### config.mk
export PLATFORM = sky130hd
export DESIGN_NAME = mult_div_unit
export DESIGN_NICKNAME = d
export VERILOG_FILES = /design/src/rtl/mult_div_unit.sv
export SDC_FILE = /design/constraint.sdc
export NUM_CORES = 1
export LEC_CHECK = 0
export ABC_AREA = 1
export ABC_CLOCK_PERIOD_IN_PS = 2500
export CORE_MARGIN = 5
export CORE_UTILIZATION = 50
export DETAILED_ROUTE_END_ITERATION = 8
export DONT_BUFFER_PORTS = 1
export GPL_ROUTABILITY_DRIVEN = 1
export PLACE_DENSITY = 0.71
export SETUP_SLACK_MARGIN = 0.02
export SYNTH_ARGS = -nofsm -noshare
export SYNTH_HDL_FRONTEND = slang
export SYNTH_SLANG_ARGS = --single-unit
### constraint.sdc
create_clock -name clk -period 2.5 [get_ports clk]
set_clock_uncertainty 0.15 [all_clocks]
set_input_delay 0.75 -clock clk [delete_from_list [all_inputs] [get_ports clk]]
set_output_delay 0.75 -clock clk [all_outputs]
set_load 0.01 [all_outputs]
### src/rtl/mult_div_unit.sv
// mult_div_unit: iterative radix-2 MULT/MULTU/DIV/DIVU engine feeding HI/LO; ports clk, reset_n, clk_enable, start, op, src_a, src_b -> busy, HI_input, LO_input, HI/LO_write_enable; optional MULT_DIV_FAST_ZERO_EN skips iterations for zero operands
module mult_div_unit #(
  parameter int WIDTH = 32,
  parameter int ITER = WIDTH
) (
  input  logic             clk,
  input  logic             reset_n,
  input  logic             clk_enable,
  input  logic             start,
  input  logic [1:0]       op,
  input  logic [WIDTH-1:0] src_a,
  input  logic [WIDTH-1:0] src_b,
  output logic             busy,
  output logic [WIDTH-1:0] HI_input,
  output logic [WIDTH-1:0] LO_input,
  output logic             HI_write_enable,
  output logic             LO_write_enable
);
  localparam int CW = $clog2(ITER + 1);
  localparam logic [1:0] IDLE = 2'd0, RUN = 2'd1, FIX = 2'd2, DONE = 2'd3;
  logic [1:0] state;
  logic [CW-1:0] cnt;
  logic [WIDTH-1:0] hi_r, lo_r, m_r, a_mag, b_mag, sub;
  logic is_div, neg_q, neg_r, ge;
  logic [WIDTH:0] sum, shifted;
  logic [2*WIDTH-1:0] prod;
  always_comb begin
    a_mag = (op[0] && src_a[WIDTH-1]) ? -src_a : src_a;
    b_mag = (op[0] && src_b[WIDTH-1]) ? -src_b : src_b;
    sum = {1'b0, hi_r} + {1'b0, lo_r[0] ? m_r : '0};
    shifted = {hi_r, lo_r[WIDTH-1]};
    ge = shifted >= {1'b0, m_r};
    sub = shifted[WIDTH-1:0] - m_r;
    prod = neg_q ? -{hi_r, lo_r} : {hi_r, lo_r};
  end
  assign busy = state != IDLE;
  assign HI_write_enable = state == DONE;
  assign LO_write_enable = state == DONE;
  // Multiply: m_r = |a|, lo_r = |b| shifting out, {hi_r,lo_r} accumulates the product.
  // Divide: m_r = |b|, lo_r = |a| shifting out / quotient shifting in, hi_r = remainder.
  // RUN spends ITER+1 edges: ITER iterations plus one final settle edge before FIX.
  always_ff @(posedge clk or negedge reset_n) begin
    if (!reset_n) begin
      state <= IDLE;
      cnt <= '0;
      hi_r <= '0;
      lo_r <= '0;
      m_r <= '0;
      is_div <= 1'b0;
      neg_q <= 1'b0;
      neg_r <= 1'b0;
      HI_input <= '0;
      LO_input <= '0;
    end else if (clk_enable) begin
      case (state)
        IDLE: if (start) begin
          is_div <= op[1];
          neg_q <= op[0] & (src_a[WIDTH-1] ^ src_b[WIDTH-1]);
          neg_r <= op[0] & op[1] & src_a[WIDTH-1];
          m_r <= op[1] ? b_mag : a_mag;
          lo_r <= op[1] ? a_mag : b_mag;
          hi_r <= '0;
          cnt <= '0;
          state <= RUN;
`ifdef MULT_DIV_FAST_ZERO_EN
          if (op[1] ? src_b == '0 : (src_a == '0 || src_b == '0)) begin
            HI_input <= op[1] ? src_a : '0;
            LO_input <= op[1] ? ((op[0] && src_a[WIDTH-1]) ? WIDTH'(1) : '1) : '0;
            state <= DONE;
          end
`endif
        end
        RUN: begin
          cnt <= cnt + 1'b1;
          if (cnt == CW'(ITER))
            state <= FIX;
          else if (is_div) begin
            hi_r <= ge ? sub : shifted[WIDTH-1:0];
            lo_r <= {lo_r[WIDTH-2:0], ge};
          end else begin
            hi_r <= sum[WIDTH:1];
            lo_r <= {sum[0], lo_r[WIDTH-1:1]};
          end
        end
        FIX: begin
          HI_input <= is_div ? (neg_r ? -hi_r : hi_r) : prod[2*WIDTH-1:WIDTH];
          LO_input <= is_div ? (neg_q ? -lo_r : lo_r) : prod[WIDTH-1:0];
          state <= DONE;
        end
        default: state <= IDLE;
      endcase
    end
  end
endmodule

# --- Yosys cells after proc, flatten, opt, wreduce, memory -nomap -nowiden ---
# Index checks and enable logic that the tools add are counted.
totals:
  register_bits: 171
  latchBits: 0
  mem_bits_rw: 0
  romBits: 0
  input_bits: 70
  out_inout_bits: 67
  mem_count: 0
classes:
  addsub: 8
  n_mul: 0
  div_mod_pow: 0
  n_lt_le_gt_ge: 1
  n_eq_ne: 7
  shifts: 0
  muxes: 24
  n_bitwise: 4
  n_reduce_logical: 10
ops:
  columns: ["cell", "n"]
  rows:
  - ["32-bit two-way mux", 16]
  - ["32-bit negation", 4]
  - ["32-bit one-hot mux with 2 select lines", 2]
  - ["64-bit two-way mux", 1]
  - ["64-bit negation", 1]
  - ["32-bit by 32-bit adder with 33-bit output", 1]
  - ["33-bit by 32-bit >= comparator with 1-bit output", 1]
  - ["32-bit subtractor", 1]
  - ["6-bit one-hot mux with 2 select lines", 1]
  - ["3-bit AND reduction", 3]
  - ["6-bit by 1-bit adder with 6-bit output (second input constant)", 1]
  - ["6-bit == test (second input constant)", 1]
  - ["6-bit two-way mux", 1]
  - ["2-bit inequality test (second input constant)", 3]
  - ["2-bit one-hot mux with 3 select lines", 1]
  - ["2-bit == test (second input constant)", 2]
  - ["2-bit two-way mux", 2]
  - ["4-bit AND reduction", 1]
  - ["2-bit nonzero test", 2]
  - ["1-bit bitwise AND", 3]
  - ["2-bit by 1-bit == test with 1-bit output (second input constant)", 1]
  - ["1-bit logical AND", 2]
  - ["2-bit zero test", 1]
  - ["2-bit AND reduction", 1]
  - ["1-bit XOR", 1]

# --- Depth between registers and ports, before layout ---
# Gate-level depths: netlist of run 1.
logic_depth:
  word_depth: 5
  ltp_mapped: 21
  mapped_depth_nobuf: 19

# --- Worst setup path after synthesis of run 1 ---
# OpenSTA, ideal clock, no wires.
synth_timing:
  kind: "reg-to-reg"
  startpoint: "reg lo_r[0]"
  endpoint: "reg hi_r[29]"
  setup_time_ns: 0.116
  t_arrival_ns: 2.275
  required_time_ns: 2.234
  setup_slack_ns: -0.042
  stages_incl_launch_ff: 20
  n_path_buf: 2
  synth_period_minus_slack_ns: 2.542
  path_cell_list: "dfrtp_1 -> buf_2 -> clkbuf_1 -> nand2_1 -> inv_1 -> ha_1 -> inv_1 -> fa_1 -> inv_1 -> nand2_1 -> nand3_1 -> nand2_1 -> nand2_1 -> nand3_1 -> nand3_1 -> nand3_1 -> nand2_1 -> inv_1 -> nand2_1 -> nand2_1"
synth_via:
  elab_chain_cells: 5
synth_lines:
  columns: ["element", "line", "source"]
  rows:
  - ["start: declaration", "23", "logic [WIDTH-1:0] hi_r, lo_r, m_r, a_mag, b_mag, sub;"]
  - ["start signal: assignment", "61", "lo_r <= op[1] ? a_mag : b_mag;"]
  - ["start signal: assignment", "79", "lo_r <= {lo_r[WIDTH-2:0], ge};"]
  - ["start signal: assignment", "82", "lo_r <= {sum[0], lo_r[WIDTH-1:1]};"]
  - ["32-bit two-way mux", "30", "sum = {1'b0, hi_r} + {1'b0, lo_r[0] ? m_r : '0};"]
  - ["32-bit by 32-bit adder with 33-bit output", "30", null]
  - ["32-bit two-way mux", "77", "else if (is_div) begin"]
  - ["32-bit two-way mux", "75", "if (cnt == CW'(ITER))"]
  - ["32-bit one-hot mux with 2 select lines", "55", "case (state)"]
  - ["end signal: assignment", "78", "hi_r <= ge ? sub : shifted[WIDTH-1:0];"]
  - ["end signal: assignment", "81", "hi_r <= sum[WIDTH:1];"]
  - ["end: declaration", "23", null]
# No other way between the ends. The select of a mux whose other input is x is not followed.
# A chain may end at the register's enable or synchronous reset.

# --- Worst setup path after layout of run 1 ---
layout_timing:
  startpoint: "reg lo_r[0]"
  endpoint: "reg hi_r[25]"
# Same word-level chain as after synthesis.

==> impl_metrics.sql, run 1 <==
INSERT INTO impl_metrics (metric_group, metric, value, unit) VALUES
('sta', 'report.final.hold_viol_count', '171', ''),
('synthesis', 'synth.ff_latch_count', '171', ''),
('sta', 'layout_worst_path_cycle_share', '1.03', ''),
('cells_and_area', 'number_of_antenna_cells_inserted', '0', ''),
('die', 'start_util', '0.503', ''),
('detailed_routing', 'routed-via-count', '22000', ''),
('placed_design', 'dp_hpwl', '61400', 'microns'),
('clocking', 'clock_sinks', '171', ''),
('critical_path', 'critical_path_arrival', '2.78', 'ns'),
('detailed_routing', 'top_layer_used', 'met5', ''),
('cells_and_area', 'fill_count', '3289', ''),
('synthesis', 'synth_top_area_frac', '0.241', ''),
('detailed_routing', 'drt-total-wl', '77600', 'microns'),
('cells_and_area', 'multi_input_comb_area', '0.0130', 'sq mm'),
('global_routing', 'first_global_vias', '20600', ''),
('synthesis', 'syn_inst', '3060', ''),
('min_path', 'hold_path_class', 'input port to async pin', ''),
('detailed_routing', 'routed_length_on_met2', '33500', 'microns'),
('die', 'die_height', '198', 'microns'),
('placed_design', 'port_buffers', '0', ''),
('die', 'core.rowCount', '69', ''),
('critical_path', 'cp-start-kind', 'flop', ''),
('detailed_routing', 'drc', '0', ''),
('detailed_routing', 'detail_route.vias_per_cell', '5.68', ''),
('sta', 'setup_viol', '9', ''),
('die', 'die_w', '198', 'microns'),
('placed_design', 'place_congestion', '1.09', ''),
('pwr', 'power_density', '1400', 'mW/mm^2'),
('global_routing', 'maximum_number_of_pins_on_one_net_before_global_route_repair', '172', ''),
('clocking', 'clk_root_buffer_cell', 'sky130_fd_sc_hd__clkbuf_16', ''),
('critical_path', 'worstPathMaxFanout', '19', ''),
('cells_and_area', 'post_route_cells_drive_above_1_share', '0.235', ''),
('cells_and_area', 'layout_commonest_cell', 'sky130_fd_sc_hd__nand2_1', ''),
('detailed_routing', 'wire_per_inst', '20.0', 'microns'),
('synthesis', 'yosys.cell_types.count', '51', ''),
('sta', 'max_freq', '0.387', 'GHz'),
('global_routing', 'antenna_found_initial', '1', ''),
('cells_and_area', 'final_util', '0.663', ''),
('sta', 'timing.max_slew.rel_slack', '0.569', ''),
('detailed_routing', 'ant_nets', '0', ''),
('global_routing', 'grt_util_all_layers', '0.380', ''),
('critical_path', 'required_time_worst_endpoint', '2.70', 'ns'),
('synthesis', 'synthTopCellsByArea', 'sky130_fd_sc_hd__dfrtp_1, sky130_fd_sc_hd__nand2_1, sky130_fd_sc_hd__inv_1', ''),
('cells_and_area', 'final-seq-area', '0.00430', 'sq mm'),
('critical_path', 'criticalPathCategory', 'flop to flop', ''),
('sta', 'post-route-worst-setup-slack', '-0.0857', 'ns'),
('pwr', 'max-vdd-ir-drop', '0.886', 'mV'),
('synthesis', 'synth_area_per_cell', '5.81', 'sq um'),
('synthesis', 'netlist_area', '0.0178', 'sq mm'),
('die', 'num_io_pins', '137', ''),
('global_routing', 'grt.overflow.total', '0', ''),
('detailed_routing', 'dr.first_iter.drc_count', '2635', ''),
('sta', 'worst_slew_pin_slew', '0.646', 'ns'),
('global_routing', 'grt_first_pass_wirelength', '116000', 'microns'),
('synthesis', 'post-synth-top-area-cell', 'sky130_fd_sc_hd__dfrtp_1', ''),
('clocking', 'cts.clk_slew.worst_paths', '0.08', 'ns'),
('clocking', 'cts_tree', 'built', ''),
('pwr', 'power.total', '0.0327', 'W'),
('cells_and_area', 'final_cell_mix', 'sky130_fd_sc_hd__nand2_1, sky130_fd_sc_hd__buf_4, sky130_fd_sc_hd__inv_1', ''),
('sta', 'timing.final.max_slew_violations', '0', ''),
('synthesis', 'synth.net_count', '3206', ''),
('critical_path', 'worstSetupEndpointType', 'flop', ''),
('synthesis', 'yosysSeqAreaShare', '0.241', ''),
('cells_and_area', 'area.growth.synth_to_final', '31.7', '%'),
('detailed_routing', 'dr.pass1.iters', '6', ''),
('sta', 'finalHoldWorstSlack', '-0.158', 'ns'),
('die', 'dieArea', '0.0394', 'sq mm'),
('status', 'status', 'finished with violations', ''),
('cells_and_area', 'nets', '3548', ''),
('sta', 'setup_total_negative_slack', '-0.290', 'ns'),
('die', 'floorplan.core_area', '0.0353', 'sq mm'),
('job', 'cap_viol_max_count', '0', ''),
('clocking', 'longest_clk_path_bufs', '2', ''),
('clocking', 'insertion_delay', '0.47', 'ns'),
('sta', 'rsz0062_at_grt', 'yes', ''),
('sta', 'time_the_worst_path_needs_with_i_o_delays_and_setup', '2.59', 'ns'),
('pwr', 'power_leakage', '12.1', 'nW'),
('clocking', 'num_cts_buffers', '17', ''),
('detailed_routing', 'routedLengthMet1', '31300', 'microns'),
('synthesis', 'yosys_warnings', '0', ''),
('status', 'violations', 'negative hold slack, negative setup slack', ''),
('clocking', 'clock_tree.htree_level_count', '4', ''),
('detailed_routing', 'met3WireLength', '8000', 'microns');
==> report_power, final <==
group / leakage, nW / internal, W / switching, W
registers: 2.11 / 0.00402 / 0.00165
logic: 9.72 / 0.00977 / 0.0145
clock network: 0.295 / 0.00135 / 0.00140
total: 12.1 / 0.0151 / 0.0176
==> synthesized netlist by cell type, drive strengths merged <==
master / number
a211o: 2
a21boi: 1
a21o: 2
a21oi: 140
a221o: 1
a22oi: 6
a31oi: 6
and2: 5
and3: 1
buf: 42
clkbuf: 52
clkinv: 5
dfrtp: 171
fa: 2
ha: 74
inv: 424
nand2: 1044
nand3: 303
nand3b: 19
nand4: 41
nor2: 350
nor3: 31
nor3b: 2
nor4: 2
o211ai: 21
o21a: 2
o21ai: 168
o21bai: 18
o221ai: 18
o22ai: 3
o31ai: 4
or2: 13
or3: 1
xnor2: 15
xor2: 71
==> metal layers <==
metal,track usage,vias to the layer above
met5,0,-
met4,0.206,2
met2,0.577,1289
li1,-,10400
met1,0.514,10100
met3,0.0720,229
==> state kept, by name, indices dropped and copies added (netlist names) <==
name and cells:
cnt 6, hi_r 32, LO_input 32, HI_input 32, m_r 32, lo_r 32, state 2, neg_q 1
is_div 1, neg_r 1
==> cell families (layout without fill, tap and decap cells) <==
kind of cell             Yosys count  after routing  share of synthesized area
adder cells (fa/ha/maj)           76             76                     0.0544
buffers and inverters            523            878                      0.114
AND/OR/NAND/NOR                 1812           1812                      0.424
AO/OA/AOI/OAI                    392            392                      0.124
flip-flops                       171            171                      0.241
XOR/XNOR                          86             86                     0.0424
==> critical path, stage by stage (launching register included) <==
cell and delay (ns):
sky130_fd_sc_hd__dfrtp_1 0.42, sky130_fd_sc_hd__buf_12 0.17, sky130_fd_sc_hd__nand2_1 0.07, sky130_fd_sc_hd__inv_1 0.07, sky130_fd_sc_hd__ha_4 0.28, sky130_fd_sc_hd__buf_4 0.13
sky130_fd_sc_hd__nand2_1 0.07, sky130_fd_sc_hd__buf_4 0.15, sky130_fd_sc_hd__nor2_4 0.12, sky130_fd_sc_hd__nand3_1 0.08, sky130_fd_sc_hd__nand4_1 0.19, sky130_fd_sc_hd__nand2_1 0.11
sky130_fd_sc_hd__nand3_1 0.13, sky130_fd_sc_hd__nand3_2 0.10, sky130_fd_sc_hd__nand2_1 0.09, sky130_fd_sc_hd__inv_1 0.04, sky130_fd_sc_hd__nand2_1 0.05, sky130_fd_sc_hd__nand2_1 0.05
==> cell type report <==
| class | count | share of cell area |
|---|---|---|
| clock buffer | 17 | 0.0182 |
| multi-input combinational | 2366 | 0.556 |
| tap | 461 | 0.0246 |
| timing repair buffer | 417 | 0.140 |
| sequential | 171 | 0.184 |
| clock inverter | 15 | 0.00770 |
| inverter | 429 | 0.0693 |
==> timing repair <==
action	CTS	global route
cloned	0	1
hold endpoints to repair	171	171
buffers inserted	14	17
gates resized for setup	136	244
pin swaps	14	35
endpoints found under the setup margin	52	85
==> worst paths after layout <==
check / endpoint / start / cells past startpoint / slack, ns
worst max-delay path: hi_r[25] / lo_r[0] / 17 / -0.09
worst min-delay path: hi_r[22] / reset_n / 0 / -0.16
min in group clk: lo_r[22] / op[1] / 3 / 0.37
max in group asynchronous: m_r[11] / reset_n / 0 / 1.91
worst max register to register: hi_r[25] / lo_r[0] / 17 / -0.09
worst min register to register: cnt[4] / cnt[4] / 1 / 0.38
==> metrics by stage <==
step | worst slack (ns) | std cells | instance area (sq um)
global placement | -0.199 | 3812 | 20900
floorplan | 0.0588 | 3060 | 17800
detailed placement | -0.204 | 3812 | 20900
CTS | -0.00380 | 3858 | 22300
finish | -0.0857 | 3876 | 23400
global route | -0.169 | 3876 | 23400
Note: power is estimated with default switching activity, not from simulation.
==> run 2, diff against run 1 <==
--- a/config.mk
+++ b/config.mk
@@ -7,8 +7,8 @@
 export LEC_CHECK = 0
 export ABC_AREA = 1
 export ABC_CLOCK_PERIOD_IN_PS = 2500
-export CORE_MARGIN = 5
 export CORE_UTILIZATION = 50
+export CTS_CLUSTER_SIZE = 25
 export DETAILED_ROUTE_END_ITERATION = 8
 export DONT_BUFFER_PORTS = 1
 export GPL_ROUTABILITY_DRIVEN = 1
==> impl_metrics.sql, run 2 (synthesis results as in run 1) <==
INSERT INTO impl_metrics (metric_group, metric, value, unit) VALUES
('pwr', 'power.total', '0.0349', 'W'),
('pwr', 'max-vdd-ir-drop', '0.807', 'mV'),
('status', 'status', 'finished with violations', ''),
('die', 'floorplan.core_area', '0.0347', 'sq mm'),
('sta', 'max_freq', '0.353', 'GHz'),
('cells_and_area', 'post_route_cells_drive_above_1_share', '0.260', ''),
('die', 'die_height', '190', 'microns'),
('critical_path', 'criticalPathCategory', 'flop to flop', ''),
('critical_path', 'worstSetupPathDepth', '17', ''),
('sta', 'timing.final.max_slew_violations', '0', ''),
('cells_and_area', 'area.growth.synth_to_final', '34.3', '%'),
('detailed_routing', 'detail_route.vias_per_cell', '5.88', ''),
('status', 'violations', 'negative hold slack, negative setup slack', ''),
('critical_path', 'slowest_delay', '0.51', 'ns'),
('critical_path', 'required_time_worst_endpoint', '2.75', 'ns'),
('clocking', 'longest_clk_path_bufs', '2', ''),
('sta', 'finalHoldWorstSlack', '-0.176', 'ns'),
('sta', 'report.final.hold_viol_count', '171', ''),
('critical_path', 'timing.rr.end', 'hi_r[27]', ''),
('critical_path', 'crit-reg2reg-launch', 'lo_r[0]', ''),
('critical_path', 'worst_path_dominant_cell_family', 'simple AND/OR/NAND/NOR gates', ''),
('critical_path', 'crit_path_frequent_cell', 'sky130_fd_sc_hd__nand2_1', ''),
('global_routing', 'antenna_found_initial', '0', ''),
('detailed_routing', 'wire_per_inst', '21.0', 'microns'),
('detailed_routing', 'routed-via-count', '22700', ''),
('critical_path', 'rr_worst_depth', '17', ''),
('global_routing', 'maximum_number_of_pins_on_one_net_before_global_route_repair', '172', ''),
('min_path', 'hold_path_class', 'input port to async pin', ''),
('job', 'cap_viol_max_count', '0', ''),
('cells_and_area', 'layout_commonest_cell', 'sky130_fd_sc_hd__nand2_1', ''),
('clocking', 'cts.clk_slew.worst_paths', '0.08', 'ns'),
('sta', 'timing.max_slew.rel_slack', '0.610', ''),
('critical_path', 'critical_path_arrival', '3.08', 'ns'),
('cells_and_area', 'final_non_filler_cells', '3862', ''),
('die', 'num_io_pins', '137', ''),
('clocking', 'num_cts_buffers', '17', ''),
('die', 'dieArea', '0.0363', 'sq mm'),
('sta', 'time_the_worst_path_needs_with_i_o_delays_and_setup', '2.83', 'ns'),
('sta', 'rsz0062_at_grt', 'yes', ''),
('clocking', 'insertion_delay', '0.48', 'ns'),
('critical_path', 'cp-endpoint', 'hi_r[27]', ''),
('sta', 'setup_viol', '26', ''),
('placed_design', 'place_congestion', '1.07', ''),
('critical_path', 'worstSetupEndpointType', 'flop', ''),
('cells_and_area', 'nets', '3539', ''),
('critical_path', 'beginning_of_the_critical_path', 'lo_r[0]', ''),
('placed_design', 'dp_hpwl', '61100', 'microns'),
('global_routing', 'grt.overflow.total', '0', ''),
('sta', 'worst_slew_pin_slew', '0.585', 'ns'),
('detailed_routing', 'dr.first_iter.drc_count', '2739', ''),
('global_routing', 'grt_first_pass_wirelength', '114000', 'microns'),
('detailed_routing', 'dr.pass1.iters', '8', ''),
('detailed_routing', 'ant_nets', '0', ''),
('detailed_routing', 'drc', '0', ''),
('global_routing', 'grt_util_all_layers', '0.415', ''),
('die', 'start_util', '0.512', ''),
('critical_path', 'critical-path-slowest-cell', 'sky130_fd_sc_hd__dfrtp_2', ''),
('placed_design', 'placed_cells_incl_taps', '3774', ''),
('critical_path', 'worstPathMaxFanout', '6', ''),
('die', 'core.rowCount', '68', ''),
('critical_path', 'cell_by_cell_trace_of_the_critical_path', 'buf_6 -> nand2_2 -> inv_1 -> ha_4 -> nand2_1 -> inv_1 -> nand2_1 -> nor3_2 -> buf_4 -> nand2_1 -> nand3_4 -> nand3_2 -> nand2_1 -> nand2_1 -> nand3_4 -> nand3_2 -> nand2_2', ''),
('pwr', 'power_leakage', '12.2', 'nW'),
('critical_path', 'number_of_buffer_and_inverter_instances_along_the_worst_setup_path', '4', ''),
('sta', 'post-route-worst-setup-slack', '-0.330', 'ns'),
('critical_path', 'cp-start-kind', 'flop', ''),
('placed_design', 'port_buffers', '0', ''),
('clocking', 'clock_tree.htree_level_count', '4', ''),
('detailed_routing', 'drt-total-wl', '81100', 'microns'),
('clocking', 'clk_root_buffer_cell', 'sky130_fd_sc_hd__clkbuf_16', ''),
('die', 'die_w', '190', 'microns'),
('cells_and_area', 'final_cell_mix', 'sky130_fd_sc_hd__nand2_1, sky130_fd_sc_hd__buf_4, sky130_fd_sc_hd__inv_1', ''),
('critical_path', 'worst_setup_slack_for_register_to_register_paths', '-0.33', 'ns'),
('sta', 'layout_worst_path_cycle_share', '1.13', ''),
('pwr', 'power_density', '1460', 'mW/mm^2'),
('clocking', 'cts_tree', 'built', ''),
('global_routing', 'first_global_vias', '20400', ''),
('clocking', 'clock_sinks', '171', '');
## run 2: repair_timing
item	in CTS	in global routing
resized for setup	94	409
gates cloned	0	6
pin swaps	5	120
setup buffers	7	42
endpoints found under the hold margin	171	171
setup endpoints to repair	33	56
## run 2: worst register-to-register path, delay by kind of cell (launching register included)
family / cells / cell delay (ns)
flops: 1 / 0.51
simple gates: 12 / 1.32
fa+ha+maj: 1 / 0.29
buf+inv: 4 / 0.48
## run 2: layout make-up
| class | count | area (sq um) |
|---|---|---|
| multi-input combinational | 2367 | 13500 |
| fill | 3046 | 10800 |
| sequential | 171 | 4290 |
| timing repair buffer | 407 | 3320 |
| inverter | 429 | 1620 |
| tap | 455 | 569 |
| clock buffer | 17 | 425 |
| clock inverter | 15 | 184 |
| antenna | 1 | 2.50 |
## run 2: how the worst min path moves through the flow
stage                        end  slack [ns]  cells after the start
global route            hi_r[25]       -0.19                      0
floorplan            HI_input[0]        0.30                      0
CTS                 HI_input[31]       -0.19                      0
global placement    HI_input[13]        0.31                      0
finish                  hi_r[30]       -0.18                      0
detailed placement  HI_input[13]        0.31                      0
## run 2: metrics by stage
| step | TNS (ns) | instance area, sq um | util | setup slack, ns |
|---|---|---|---|---|
| 3_3_place_gp | -3.36 | 20700 | 0.596 | -0.251 |
| 5_1_grt | -5.39 | 23900 | 0.687 | -0.346 |
| 6_report | -3.22 | 23900 | 0.688 | -0.330 |
| 4_1_cts | -0.338 | 21900 | 0.630 | -0.0778 |
| 2_1_floorplan | 0 | 17800 | - | 0.0588 |
| 3_5_place_dp | -4.44 | 20700 | 0.596 | -0.300 |
## run 2: power breakdown
group	leakage [nW]	internal, W	switching, W	total [W]
Combinational	9.76	0.0108	0.0157	0.0265
Clock	0.296	0.00137	0.00148	0.00285
Sequential	2.11	0.00401	0.00159	0.00561
Total	12.2	0.0162	0.0187	0.0349
## run 2: per-layer routing
metal  up-vias  part of all wire  wire length (microns)  GRT usage
met2      1519              0.42                  34300      0.625
met4         0             0.066                   5320      0.205
li1      10400                 -                      -          -
met1     10500              0.39                  31900      0.553
met5         -                 0                      0          0
met3       315              0.12                   9450     0.0977
